$ cat config.mk
export PLATFORM = sky130hd
export DESIGN_NAME = mem_arbiter_flat
export DESIGN_NICKNAME = d
export VERILOG_FILES = /design/src/rtl/mem_arbiter_if.sv /design/src/rtl/mem_arbiter.sv /design/src/flat_wrapper.sv
export SDC_FILE = /design/constraint.sdc
export NUM_CORES = 1
export LEC_CHECK = 0
export BUFFER_PORTS_ARGS = -buffer_cell sky130_fd_sc_hd__buf_2
export CORE_ASPECT_RATIO = 0.7
export CORE_MARGIN = 3
export CORE_UTILIZATION = 26
export DETAILED_ROUTE_END_ITERATION = 16
export HOLD_SLACK_MARGIN = 0.08
export PLACE_DENSITY = 0.78
export SYNTH_ARGS = -nofsm -noshare
export SYNTH_HDL_FRONTEND = slang
export SYNTH_SLANG_ARGS = --single-unit
$ cat constraint.sdc
create_clock -name clk -period 1.49 [get_ports clk]
set_input_delay 0.298 -clock clk [delete_from_list [all_inputs] [get_ports clk]]
set_output_delay 0.298 -clock clk [all_outputs]
set_load 0.01 [all_outputs]
$ cat src/rtl/mem_arbiter_if.sv
// Bundle of the fetch, data and physical-memory ports around the LC-3b memory arbiter.
// The arbiter takes the slave view; the requesters and memory model take the master view.
interface mem_arbiter_if #(
  parameter int unsigned WORD_W = 16,
  parameter int unsigned MASK_W = 2
);
  logic              i_read;
  logic [WORD_W-1:0] i_address;
  logic              i_resp;
  logic [WORD_W-1:0] i_rdata;

  logic              d_read;
  logic              d_write;
  logic [WORD_W-1:0] d_address;
  logic [WORD_W-1:0] d_wdata;
  logic [MASK_W-1:0] d_byte_enable;
  logic              d_resp;
  logic [WORD_W-1:0] d_rdata;

  logic              mem_read;
  logic              mem_write;
  logic [WORD_W-1:0] mem_address;
  logic [WORD_W-1:0] mem_wdata;
  logic [MASK_W-1:0] mem_byte_enable;
  logic              mem_resp;
  logic [WORD_W-1:0] mem_rdata;

  modport slave (
    input  i_read, i_address,
    output i_resp, i_rdata,
    input  d_read, d_write, d_address, d_wdata, d_byte_enable,
    output d_resp, d_rdata,
    output mem_read, mem_write, mem_address, mem_wdata, mem_byte_enable,
    input  mem_resp, mem_rdata
  );

  modport master (
    output i_read, i_address,
    input  i_resp, i_rdata,
    output d_read, d_write, d_address, d_wdata, d_byte_enable,
    input  d_resp, d_rdata,
    input  mem_read, mem_write, mem_address, mem_wdata, mem_byte_enable,
    output mem_resp, mem_rdata
  );
endinterface

$ cat src/rtl/mem_arbiter.sv
// Two-to-one arbiter between instruction fetch and data access on the single memory port.
// A grant is held for a whole transaction; ties alternate between the two requesters.
module mem_arbiter #(
  parameter int unsigned WORD_W = 16,
  parameter int unsigned MASK_W = 2
) (
  input logic          clk,
  input logic          rst_n,
  mem_arbiter_if.slave bus
);

  typedef enum logic [1:0] {IDLE, SERVE_I, SERVE_D} state_t;
  typedef enum logic {GRANT_I, GRANT_D} grant_t;

  state_t state, state_next;
  grant_t last_grant;

  logic              i_req, d_req;
  logic [WORD_W-1:0] addr_sel, wdata_sel;
  logic [MASK_W-1:0] be_sel;

  assign i_req = bus.i_read;
  assign d_req = bus.d_read | bus.d_write;

  always_ff @(posedge clk or negedge rst_n) begin
    if (!rst_n) begin
      state      <= IDLE;
      last_grant <= GRANT_D;
    end else begin
      state <= state_next;
      if (state == IDLE && state_next == SERVE_I) last_grant <= GRANT_I;
      if (state == IDLE && state_next == SERVE_D) last_grant <= GRANT_D;
    end
  end

  // A completed or abandoned transaction always passes through IDLE, so no back-to-back grant.
  always_comb begin
    state_next = state;
    case (state)
      IDLE: begin
        if (i_req && (!d_req || last_grant == GRANT_D)) state_next = SERVE_I;
        else if (d_req)                                state_next = SERVE_D;
      end
      SERVE_I: if (bus.mem_resp || !i_req) state_next = IDLE;
      SERVE_D: if (bus.mem_resp || !d_req) state_next = IDLE;
      default: state_next = IDLE;
    endcase
  end

  always_comb begin
    bus.mem_read  = 1'b0;
    bus.mem_write = 1'b0;
    addr_sel      = '0;
    wdata_sel     = '0;
    be_sel        = '0;
    bus.i_resp    = 1'b0;
    bus.d_resp    = 1'b0;
    bus.i_rdata   = '0;
    bus.d_rdata   = '0;
    case (state)
      SERVE_I: begin
        bus.mem_read = bus.i_read;
        addr_sel     = bus.i_address;
        bus.i_resp   = bus.mem_resp;
        bus.i_rdata  = bus.mem_rdata;
      end
      SERVE_D: begin
        bus.mem_read  = bus.d_read;
        bus.mem_write = bus.d_write & ~bus.d_read;
        addr_sel      = bus.d_address;
        wdata_sel     = bus.d_wdata;
        be_sel        = bus.d_byte_enable;
        bus.d_resp    = bus.mem_resp;
        bus.d_rdata   = bus.mem_rdata;
      end
      default: ;
    endcase
    bus.mem_address     = addr_sel;
    bus.mem_wdata       = wdata_sel;
    bus.mem_byte_enable = be_sel;
  end

endmodule

$ cat src/flat_wrapper.sv
// flat-port wrapper written by rule: the top's interface ports become plain ports
module mem_arbiter_flat 
#(
  parameter int unsigned WORD_W = 16,
  parameter int unsigned MASK_W = 2
)
  (clk, rst_n, bus_i_read, bus_i_address, bus_i_resp, bus_i_rdata, bus_d_read, bus_d_write, bus_d_address, bus_d_wdata, bus_d_byte_enable, bus_d_resp, bus_d_rdata, bus_mem_read, bus_mem_write, bus_mem_address, bus_mem_wdata, bus_mem_byte_enable, bus_mem_resp, bus_mem_rdata);
  mem_arbiter_if #(.WORD_W(WORD_W), .MASK_W(MASK_W)) bus_i ();
  input logic clk;
  input logic rst_n;
  input wire logic [$bits(bus_i.i_read)-1:0] bus_i_read;
  input wire logic [$bits(bus_i.i_address)-1:0] bus_i_address;
  output wire logic [$bits(bus_i.i_resp)-1:0] bus_i_resp;
  output wire logic [$bits(bus_i.i_rdata)-1:0] bus_i_rdata;
  input wire logic [$bits(bus_i.d_read)-1:0] bus_d_read;
  input wire logic [$bits(bus_i.d_write)-1:0] bus_d_write;
  input wire logic [$bits(bus_i.d_address)-1:0] bus_d_address;
  input wire logic [$bits(bus_i.d_wdata)-1:0] bus_d_wdata;
  input wire logic [$bits(bus_i.d_byte_enable)-1:0] bus_d_byte_enable;
  output wire logic [$bits(bus_i.d_resp)-1:0] bus_d_resp;
  output wire logic [$bits(bus_i.d_rdata)-1:0] bus_d_rdata;
  output wire logic [$bits(bus_i.mem_read)-1:0] bus_mem_read;
  output wire logic [$bits(bus_i.mem_write)-1:0] bus_mem_write;
  output wire logic [$bits(bus_i.mem_address)-1:0] bus_mem_address;
  output wire logic [$bits(bus_i.mem_wdata)-1:0] bus_mem_wdata;
  output wire logic [$bits(bus_i.mem_byte_enable)-1:0] bus_mem_byte_enable;
  input wire logic [$bits(bus_i.mem_resp)-1:0] bus_mem_resp;
  input wire logic [$bits(bus_i.mem_rdata)-1:0] bus_mem_rdata;
  assign bus_i.i_read = bus_i_read;
  assign bus_i.i_address = bus_i_address;
  assign bus_i_resp = bus_i.i_resp;
  assign bus_i_rdata = bus_i.i_rdata;
  assign bus_i.d_read = bus_d_read;
  assign bus_i.d_write = bus_d_write;
  assign bus_i.d_address = bus_d_address;
  assign bus_i.d_wdata = bus_d_wdata;
  assign bus_i.d_byte_enable = bus_d_byte_enable;
  assign bus_d_resp = bus_i.d_resp;
  assign bus_d_rdata = bus_i.d_rdata;
  assign bus_mem_read = bus_i.mem_read;
  assign bus_mem_write = bus_i.mem_write;
  assign bus_mem_address = bus_i.mem_address;
  assign bus_mem_wdata = bus_i.mem_wdata;
  assign bus_mem_byte_enable = bus_i.mem_byte_enable;
  assign bus_i.mem_resp = bus_mem_resp;
  assign bus_i.mem_rdata = bus_mem_rdata;
  mem_arbiter #(.WORD_W(WORD_W), .MASK_W(MASK_W)) u_core (.clk(clk), .rst_n(rst_n), .bus(bus_i));
endmodule
==> results of run 1 <==
through the flow:
stage	instance area, µm²	utilization	instances	total power (µW)
floorplan	908	-	126	1760
global placement	1730	0.575	304	2840
detailed placement	1730	0.575	304	2880
CTS	2170	0.721	317	4160
global route	2340	0.778	317	4780
finish	2340	0.778	317	4440
power by group through the flow:
stage,clock [µW],sequential [µW],combinational (µW)
after global routing,244,202,4330
after detailed placement,0,171,2710
after global placement,0,170,2670
after floorplan,0,174,1590
final,232,193,4020
after CTS,236,182,3740
registers in the layout, indices dropped and copies added, names as in the netlist:
register and cells:
u_core.state 2, u_core.last_grant 1
worst max-delay path, stage by stage, from the launching register on:
cell     delay [ns]
dfrtp_1        0.39
buf_6          0.13
ha_4           0.18
buf_8          0.15
a22oi_2        0.20
nor2b_4        0.05
buf_2          0.14
logic make-up after synthesis:
| kind of cell | count (synthesis) | synth area share |
|---|---|---|
| AO/OA/AOI/OAI | 27 | 0.241 |
| adder cells (fa/ha/maj) | 4 | 0.0570 |
| AND/OR/NAND/NOR | 79 | 0.547 |
| flip-flops | 3 | 0.0869 |
| buffers and inverters | 13 | 0.0684 |
cell type report:
type,instances,area [µm²],share of cell area
multi-input combinational,110,986,0.422
inverter,3,13.8,0.00589
timing repair buffer,161,1170,0.501
tap,36,45.0,0.0193
clock buffer,4,45.0,0.0193
sequential,3,77.6,0.0332
path summary, 6_finish.rpt:
| check | start | endpoint | slack, ns | cells after the start |
|---|---|---|---|---|
| max | u_core.state[0]$_DFF_PN0_ | bus_mem_address[14] | -0.25 | 6 |
| min | rst_n | u_core.state[0]$_DFF_PN0_ | 0.41 | 2 |
| max reg2reg | u_core.state[1]$_DFF_PN0_ | u_core.last_grant$_DFFE_PN1P_ | -0.03 | 7 |
| min reg2reg | u_core.last_grant$_DFFE_PN1P_ | u_core.last_grant$_DFFE_PN1P_ | 0.54 | 1 |
| max in group asynchronous | rst_n | u_core.last_grant$_DFFE_PN1P_ | 0.88 | 2 |
| min in group clk | bus_mem_resp | u_core.last_grant$_DFFE_PN1P_ | 0.52 | 4 |
per-layer routing:
metal | up-vias | track usage | wire length, µm
met1 | 689 | 0.220 | 1650
li1 | 732 | - | -
met5 | - | 0 | 0
met4 | 0 | 0.0407 | 56
met3 | 6 | 0.0404 | 432
met2 | 75 | 0.403 | 2680
layout by cell type, fill, tap and decap left out, types with 2 or more instances in the layout:
cell type	instances
buf_2	113
and2_1	25
nand2b_1	2
ha_4	3
nor2b_2	10
and2_4	27
buf_4	4
nor2b_4	2
nor2b_1	4
nor2_1	3
a22oi_2	15
nand2_1	3
a21oi_2	2
buf_12	5
buf_6	35
buf_16	2
clkbuf_8	3
repair_timing:
action / 4_1_cts / 5_1_grt
setup endpoints to repair: 72 / 73
gates resized for setup: 54 / 48
hold endpoints to repair: 3 / 0
pin swaps: 13 / 4
cloned: 5 / 0
hold buffers: 1 / 0
setup buffers: 3 / 2
==> flow_summary.yaml, run 1 <==
synth:
  async_flop_share: 1.00
  netlist_area_um2: 878
  synth-main-ff-cell: "dfrtp_1"
  synth_common_cells: "and2_1, a22oi_1, nor2b_1, clkbuf_1, ha_1"
  synth_seq_cells: 3
  synth_top_area_frac: 0.370
  synthCells: 126
  ys_warn_count: 0
  ys_seq_area_frac: 0.0869
  syn_area_per_cell_um2: 6.97
  synth_top_area_cell: "and2_1"
  synth_edf_count: 0
  synth_area_leaders: "and2_1, a22oi_1, nor2b_1, dfrtp_1, ha_1"
  synth.distinct_cells: 25
  synth_nets: 202
  yosysMostFrequentCell: "and2_1"
critical_path:
  critPathMaxFanout: 10
  critPathKind: "reg2out"
  critical_path_required_ns: 1.19
  startpoint_type: "flop"
  end_kind: "primary output"
  cp_data_arrival_time_ns: 1.45
timing:
  timing.fmax_mhz: 574
  finalSetupTns_ns: -11.56
  setup_ws_ns: -0.254
  relSlewSlack: 0.730
  worst_pin_slew_ns: 0.402
  finalHoldViolations: 0
  period_needed_ns: 1.74
  finalCritPeriodShare: 1.17
  grt_setup_unrepaired: "true"
  setup-violations-final: 71
  hold_slack_ns: 0.412
  skew_ns: 0.00382
  drv_slew: 0
finish:
  final_nets: 358
  drive_gt1_frac: 0.822
  nFillCells: 187
  syn_to_final_growth_pct: 166
  num_antenna_cells: 0
grt:
  antenna_found_initial: 0
  grt_usage: 0.202
  grt_start_max_net_pins: 26
  first_global_vias: 1429
  grt.overflow.total: 0
  grt_first_pass_wirelength_mm: 6.37
drt:
  vias: 1502
  wl_mm: 4.82
  drcViolationCount: 0
  avgRoutedWirePerCell_um: 15.2
  drt_iter0_drc: 19
  first_pass_iters: 4
  post_drt_via_cell_ratio: 4.74
  antenna_left: 0
floorplan:
  io_pins: 142
  start_util: 0.292
  die_area_um2: 4120
  core-area_um2: 3000
  dieWidth_um: 75.5
  rows: 16
  die_h_um: 54.6
power:
  pwr-share-comb: 0.904
  seq_power_share: 0.043
  switching_share: 0.407
  power_switching_uw: 1810
  peakVddDrop_uv: 1370
  p_int_uw: 2630
  powerDensity_nw_per_um2: 1900
  p_leak_uw: 0.00123
  clockPowerShare: 0.052
clock_network:
  cts_tree: "done"
  cts.sinks: 3
  root_buffer: "clkbuf_8"
  path_clk_slew_ns: 0.03
  clock_latency_ns: 0.21
  numCtsBuffers: 3
  clk_path_buf_depth: 2
  htreeDepth: 1
placed_design:
  pre_cts_slack_ns: -0.105
  gp_congestion: 0.809
  place_hpwl_mm: 3.18
  io_buffers: 141
status:
  status: "finished, violations left"
  failed_checks: "setup timing"
flow_run:
  drv_cap: 0
min_path:
  hold_class: "in2async"
No activity file was read; power rests on OpenSTA's default activity.
==> inputs of run 2 (changes only) <==
--- a/config.mk
+++ b/config.mk
@@ -8,10 +8,10 @@
 export BUFFER_PORTS_ARGS = -buffer_cell sky130_fd_sc_hd__buf_2
 export CORE_ASPECT_RATIO = 0.7
 export CORE_MARGIN = 3
-export CORE_UTILIZATION = 26
+export CORE_UTILIZATION = 28
 export DETAILED_ROUTE_END_ITERATION = 16
 export HOLD_SLACK_MARGIN = 0.08
-export PLACE_DENSITY = 0.78
+export PLACE_DENSITY = 0.8
 export SYNTH_ARGS = -nofsm -noshare
 export SYNTH_HDL_FRONTEND = slang
 export SYNTH_SLANG_ARGS = --single-unit
==> constraint.sdc (replaced) <==
create_clock -name clk -period 1.9 [get_ports clk]
set_input_delay 0.38 -clock clk [delete_from_list [all_inputs] [get_ports clk]]
set_output_delay 0.38 -clock clk [all_outputs]
set_load 0.01 [all_outputs]
==> run 2 against run 1 <==
Net effect:
- the run now ends clean
- die area fell by 6.5%
- clock skew fell by 0.0024 ns
- clock power fell by 21%
- utilization fell by 16 points
- first-iteration DRC count shrank 5.3%
- sequential share of layout area rose by 1.1 points
- critical endpoint is now bus_mem_address[10]
==> flow_summary.yaml, run 2 (synthesis results as in run 1) <==
status:
  status: "complete, no violations"
critical_path:
  cp_data_arrival_time_ns: 1.43
  r2r_start: "u_core.state[0]$_DFF_PN0_"
  critical_path_required_ns: 1.52
  reg2reg_depth: 7
  rr_endpoint: "u_core.last_grant$_DFFE_PN1P_"
  end_kind: "primary output"
  critPathKind: "reg2out"
  critPathMaxFanout: 31
  r2r_slack_ns: 0.31
  startpoint_type: "flop"
grt:
  antenna_found_initial: 0
  grt_start_max_net_pins: 34
  grt_usage: 0.162
  grt_most_used_layer: "met2"
  grt_use_met1: 0.201
  use_met3: 0.0190
  first_global_vias: 1140
  use_met2: 0.302
  grt.overflow.total: 0
  grt_first_pass_wirelength_mm: 5.13
clock_network:
  clk_path_buf_depth: 2
  clock_latency_ns: 0.21
  path_clk_slew_ns: 0.03
  root_buffer: "clkbuf_8"
  htreeDepth: 1
  cts.sinks: 3
  cts_tree: "done"
  numCtsBuffers: 3
timing:
  drv_slew: 0
  grt_setup_unrepaired: "true"
  hold_slack_ns: 0.493
  setup_ws_ns: 0.0850
  period_needed_ns: 1.81
  timing.fmax_mhz: 551
  worst_pin_slew_ns: 0.393
  relSlewSlack: 0.736
  finalSetupTns_ns: 0
  finalCritPeriodShare: 0.955
  finalHoldViolations: 0
  skew_ns: 0.00137
  setup-violations-final: 0
placed_design:
  gp_congestion: 0.831
  pre_cts_slack_ns: 0.137
  post_dp_cell_area_um2: 1640
  io_buffers: 141
  place_hpwl_mm: 2.92
drt:
  drcViolationCount: 0
  vias: 1343
  wl_mm: 3.46
  post_drt_via_cell_ratio: 4.40
  antenna_left: 0
  first_pass_iters: 4
  avgRoutedWirePerCell_um: 11.3
  drt_iter0_drc: 18
power:
  p_leak_uw: 0.00105
  peakVddDrop_uv: 865
  power.total_uw: 2420
  powerDensity_nw_per_um2: 1350
finish:
  largest_reg_flops: 2
  num_antenna_cells: 0
  final_cell_mix: "buf_2, and2_1, a22oi_1, nor2b_1"
  top_regs: "u_core.state x2, u_core.last_grant x1"
  syn_to_final_growth_pct: 105
  regMostFlops: "u_core.state"
  final_area_um2: 1800
  drive_gt1_frac: 0.606
  final_common_cell: "buf_2"
  final_nets: 346
min_path:
  hold_class: "in2async"
floorplan:
  core-area_um2: 2900
  die_h_um: 52.9
  rows: 16
  io_pins: 142
  dieWidth_um: 72.9
  start_util: 0.303
  die_area_um2: 3860
flow_run:
  drv_cap: 0
## run 2: area by class of cell
class	instances	area (µm²)
well taps	36	45.0
repair buffers	149	835
fillers	269	1110
flip-flops and latches	3	78.8
inverters	3	13.8
multi-input cells	110	779
clock buffers	4	45.0
## run 2: report_power, final
group	total (µW)	leakage, µW	internal, µW	switching [µW]
clock	183	0.0000228	143	40.3
sequential	166	0.0000334	109	57.0
combinational	2070	0.000998	1080	997
## run 2: what timing repair did
action | in CTS | in global routing
hold endpoints to repair | 2 | 0
endpoints found under the setup margin | 14 | 35
buffers inserted | 0 | 2
gates resized for setup | 6 | 8
gates cloned | 0 | 1
pin swaps | 0 | 1
hold buffers | 1 | 0
## run 2: how the worst max path moves through the flow
| stage | endpoint | start | cells after the start |
|---|---|---|---|
| 3_3_place_gp | bus_mem_read | u_core.state[0]$_DFF_PN0_ | 6 |
| 3_5_place_dp | bus_mem_read | u_core.state[0]$_DFF_PN0_ | 6 |
| 5_1_grt | bus_mem_address[10] | u_core.state[1]$_DFF_PN0_ | 6 |
| 2_1_floorplan | bus_mem_read | u_core.state[0]$_DFF_PN0_ | 6 |
| 4_1_cts | bus_mem_address[10] | u_core.state[1]$_DFF_PN0_ | 6 |
| 6_report | bus_mem_address[10] | u_core.state[0]$_DFF_PN0_ | 6 |
## run 2: worst max-delay path, cell delays in order, from the launching register on
cell,delay [ns]
dfrtp_2,0.44
inv_4,0.10
ha_4,0.16
buf_12,0.16
a22oi_1,0.08
nor2b_1,0.12
buf_2,0.14
## run 2: stage by stage
step / instances / util
global placement: 297 / 0.563
global route: 305 / 0.619
detailed placement: 297 / 0.563
CTS: 302 / 0.591
finish: 305 / 0.619
floorplan: 126 / -
## run 2: routing by layer
metal | up-vias | wire, µm
met5 | - | 0
met2 | 69 | 1770
met1 | 567 | 1360
met3 | 0 | 338
met4 | 0 | 0
li1 | 707 | -
==> inputs of run 3 (changes only) <==
--- a/config.mk
+++ b/config.mk
@@ -7,7 +7,6 @@
 export LEC_CHECK = 0
 export BUFFER_PORTS_ARGS = -buffer_cell sky130_fd_sc_hd__buf_2
 export CORE_ASPECT_RATIO = 0.7
-export CORE_MARGIN = 3
 export CORE_UTILIZATION = 28
 export DETAILED_ROUTE_END_ITERATION = 16
 export HOLD_SLACK_MARGIN = 0.08
==> run 3 against run 2 <==
Net effect:
- worst hold slack better by 0.036 ns
- maximum frequency is 0.89% lower
- power is 1.2% lower
- sequential power is 5% higher
- combinational power is 2% lower
- register-to-register slack hardly changed
- global-route usage is 2.2 points higher
- worst setup slack worse by 0.016 ns
- non-clock buffer count is 1 lower
- critical path type unchanged
==> flow_summary.yaml, run 3 (synthesis results as in run 1) <==
clock_network:
  htreeDepth: 1
  path_clk_slew_ns: 0.03
  root_buffer: "clkbuf_8"
  cts_setup_buffers: 0
  numCtsBuffers: 3
  cts_tree: "done"
  cts.sinks: 3
  clock_latency_ns: 0.22
  clk_path_buf_depth: 2
timing:
  period_needed_ns: 1.83
  worst_pin_slew_ns: 0.406
  drv_slew: 0
  timing.fmax_mhz: 546
  finalCritPeriodShare: 0.964
  finalHoldViolations: 0
  skew_ns: 0.00376
  setup-violations-final: 0
  relSlewSlack: 0.727
floorplan:
  die_h_um: 48.9
  core-area_um2: 2880
  dieWidth_um: 68.9
  io_pins: 142
  start_util: 0.305
  die_area_um2: 3370
  rows: 16
placed_design:
  place_hpwl_mm: 2.69
  io_buffers: 141
  post_dp_cell_area_um2: 1640
  gp_congestion: 0.832
  place_inst: 299
critical_path:
  cp_data_arrival_time_ns: 1.45
  slowest_delay_ns: 0.45
  crit_buf_inv: 3
  critical_path_required_ns: 1.52
  worstPathCellList: "inv_4 > ha_4 > buf_12 > nand2_1 > a21boi_0 > buf_2"
  end_kind: "primary output"
  critPathKind: "reg2out"
  cpLargestDelayFamily: "flip-flops"
  startpoint_type: "flop"
  critPathMaxFanout: 21
  cp_slowest_cell: "dfrtp_2"
power:
  power_switching_uw: 1110
  p_int_uw: 1280
  seq_power_share: 0.073
  peakVddDrop_uv: 756
  switching_share: 0.463
  powerDensity_nw_per_um2: 1350
  clockPowerShare: 0.079
  p_leak_uw: 0.00104
  pwr-share-comb: 0.848
  power.total_uw: 2390
grt:
  grt_usage: 0.184
  antenna_found_initial: 0
  grt_start_max_net_pins: 29
  grt_first_pass_wirelength_mm: 4.82
  grt.overflow.total: 0
  first_global_vias: 1167
status:
  status: "complete, no violations"
finish:
  num_antenna_cells: 0
  top_regs: "u_core.state x2, u_core.last_grant x1"
  drive_gt1_frac: 0.608
  final_common_cell: "buf_2"
  final_cell_mix: "buf_2, and2_1, nor2b_1"
  final_area_um2: 1770
  fin_cells: 304
  final_nets: 345
  nFillCells: 276
  syn_to_final_growth_pct: 102
  regMostFlops: "u_core.state"
  largest_reg_flops: 2
drt:
  vias: 1351
  post_drt_via_cell_ratio: 4.44
  wl_met1_mm: 1.28
  avgRoutedWirePerCell_um: 11.2
  route.met2.wl_mm: 1.80
  top_layer_used: "met4"
  antenna_left: 0
  wl_mm: 3.40
  wl_met3_um: 307
  first_pass_iters: 4
  drt_iter0_drc: 32
  drcViolationCount: 0
min_path:
  hold_class: "in2async"
flow_run:
  drv_cap: 0
[run 3: cell types whose count changed in the layout (fill, tap and decap cells not counted), sizes merged]
cell	before	now
clkbuf	5	4
[run 3: cell type report]
| cell class | instances | area, µm² | area share |
|---|---|---|---|
| tap | 36 | 45.0 | 0.0254 |
| multi-input combinational | 110 | 785 | 0.443 |
| timing repair buffer | 148 | 802 | 0.453 |
| inverter | 3 | 16.3 | 0.00918 |
| sequential | 3 | 78.8 | 0.0445 |
| clock buffer | 4 | 45.0 | 0.0254 |
[run 3: per-stage QoR]
step	hold WS, ns	utilization	setup WS [ns]	setup TNS (ns)
detailed placement	0.179	0.568	0.154	0
finish	0.530	0.615	0.0688	0
floorplan	0.0844	-	0.231	0
global route	0.556	0.615	-0.000698	-0.000698
CTS	0.488	0.599	0.0151	0
global placement	0.178	0.568	0.226	0
[run 3: path summary, 6_finish.rpt]
kind / start / end / slack [ns] / cells after the start
max: u_core.state[0]$_DFF_PN0_ / bus_mem_read / 0.07 / 6
min: rst_n / u_core.state[1]$_DFF_PN0_ / 0.53 / 2
max reg2reg: u_core.state[0]$_DFF_PN0_ / u_core.last_grant$_DFFE_PN1P_ / 0.31 / 7
min reg2reg: u_core.last_grant$_DFFE_PN1P_ / u_core.last_grant$_DFFE_PN1P_ / 0.55 / 1
max in group asynchronous: rst_n / u_core.last_grant$_DFFE_PN1P_ / 1.18 / 2
min in group clk: u_core.last_grant$_DFFE_PN1P_ / u_core.last_grant$_DFFE_PN1P_ / 0.55 / 1
[run 3: power groups by stage]
stage               combinational, µW  sequential, µW  clock [µW]
finish                           2030             174         189
global placement                 1840             142           0
global route                     2250             179         196
CTS                              1960             153         191
floorplan                        1180             136           0
detailed placement               1860             147           0
[run 3: what timing repair did]
item	4_1_cts	5_1_grt
setup endpoints to repair	16	17
hold buffers	1	0
endpoints found under the hold margin	2	0
gates cloned	0	0
gates resized for setup	9	10
pin swaps	0	0
[run 3: per-layer routing]
layer | vias up | track usage
met3 | 2 | 0.0257
li1 | 700 | -
met1 | 572 | 0.169
met4 | 0 | 0.0612
met5 | - | 0
met2 | 77 | 0.385
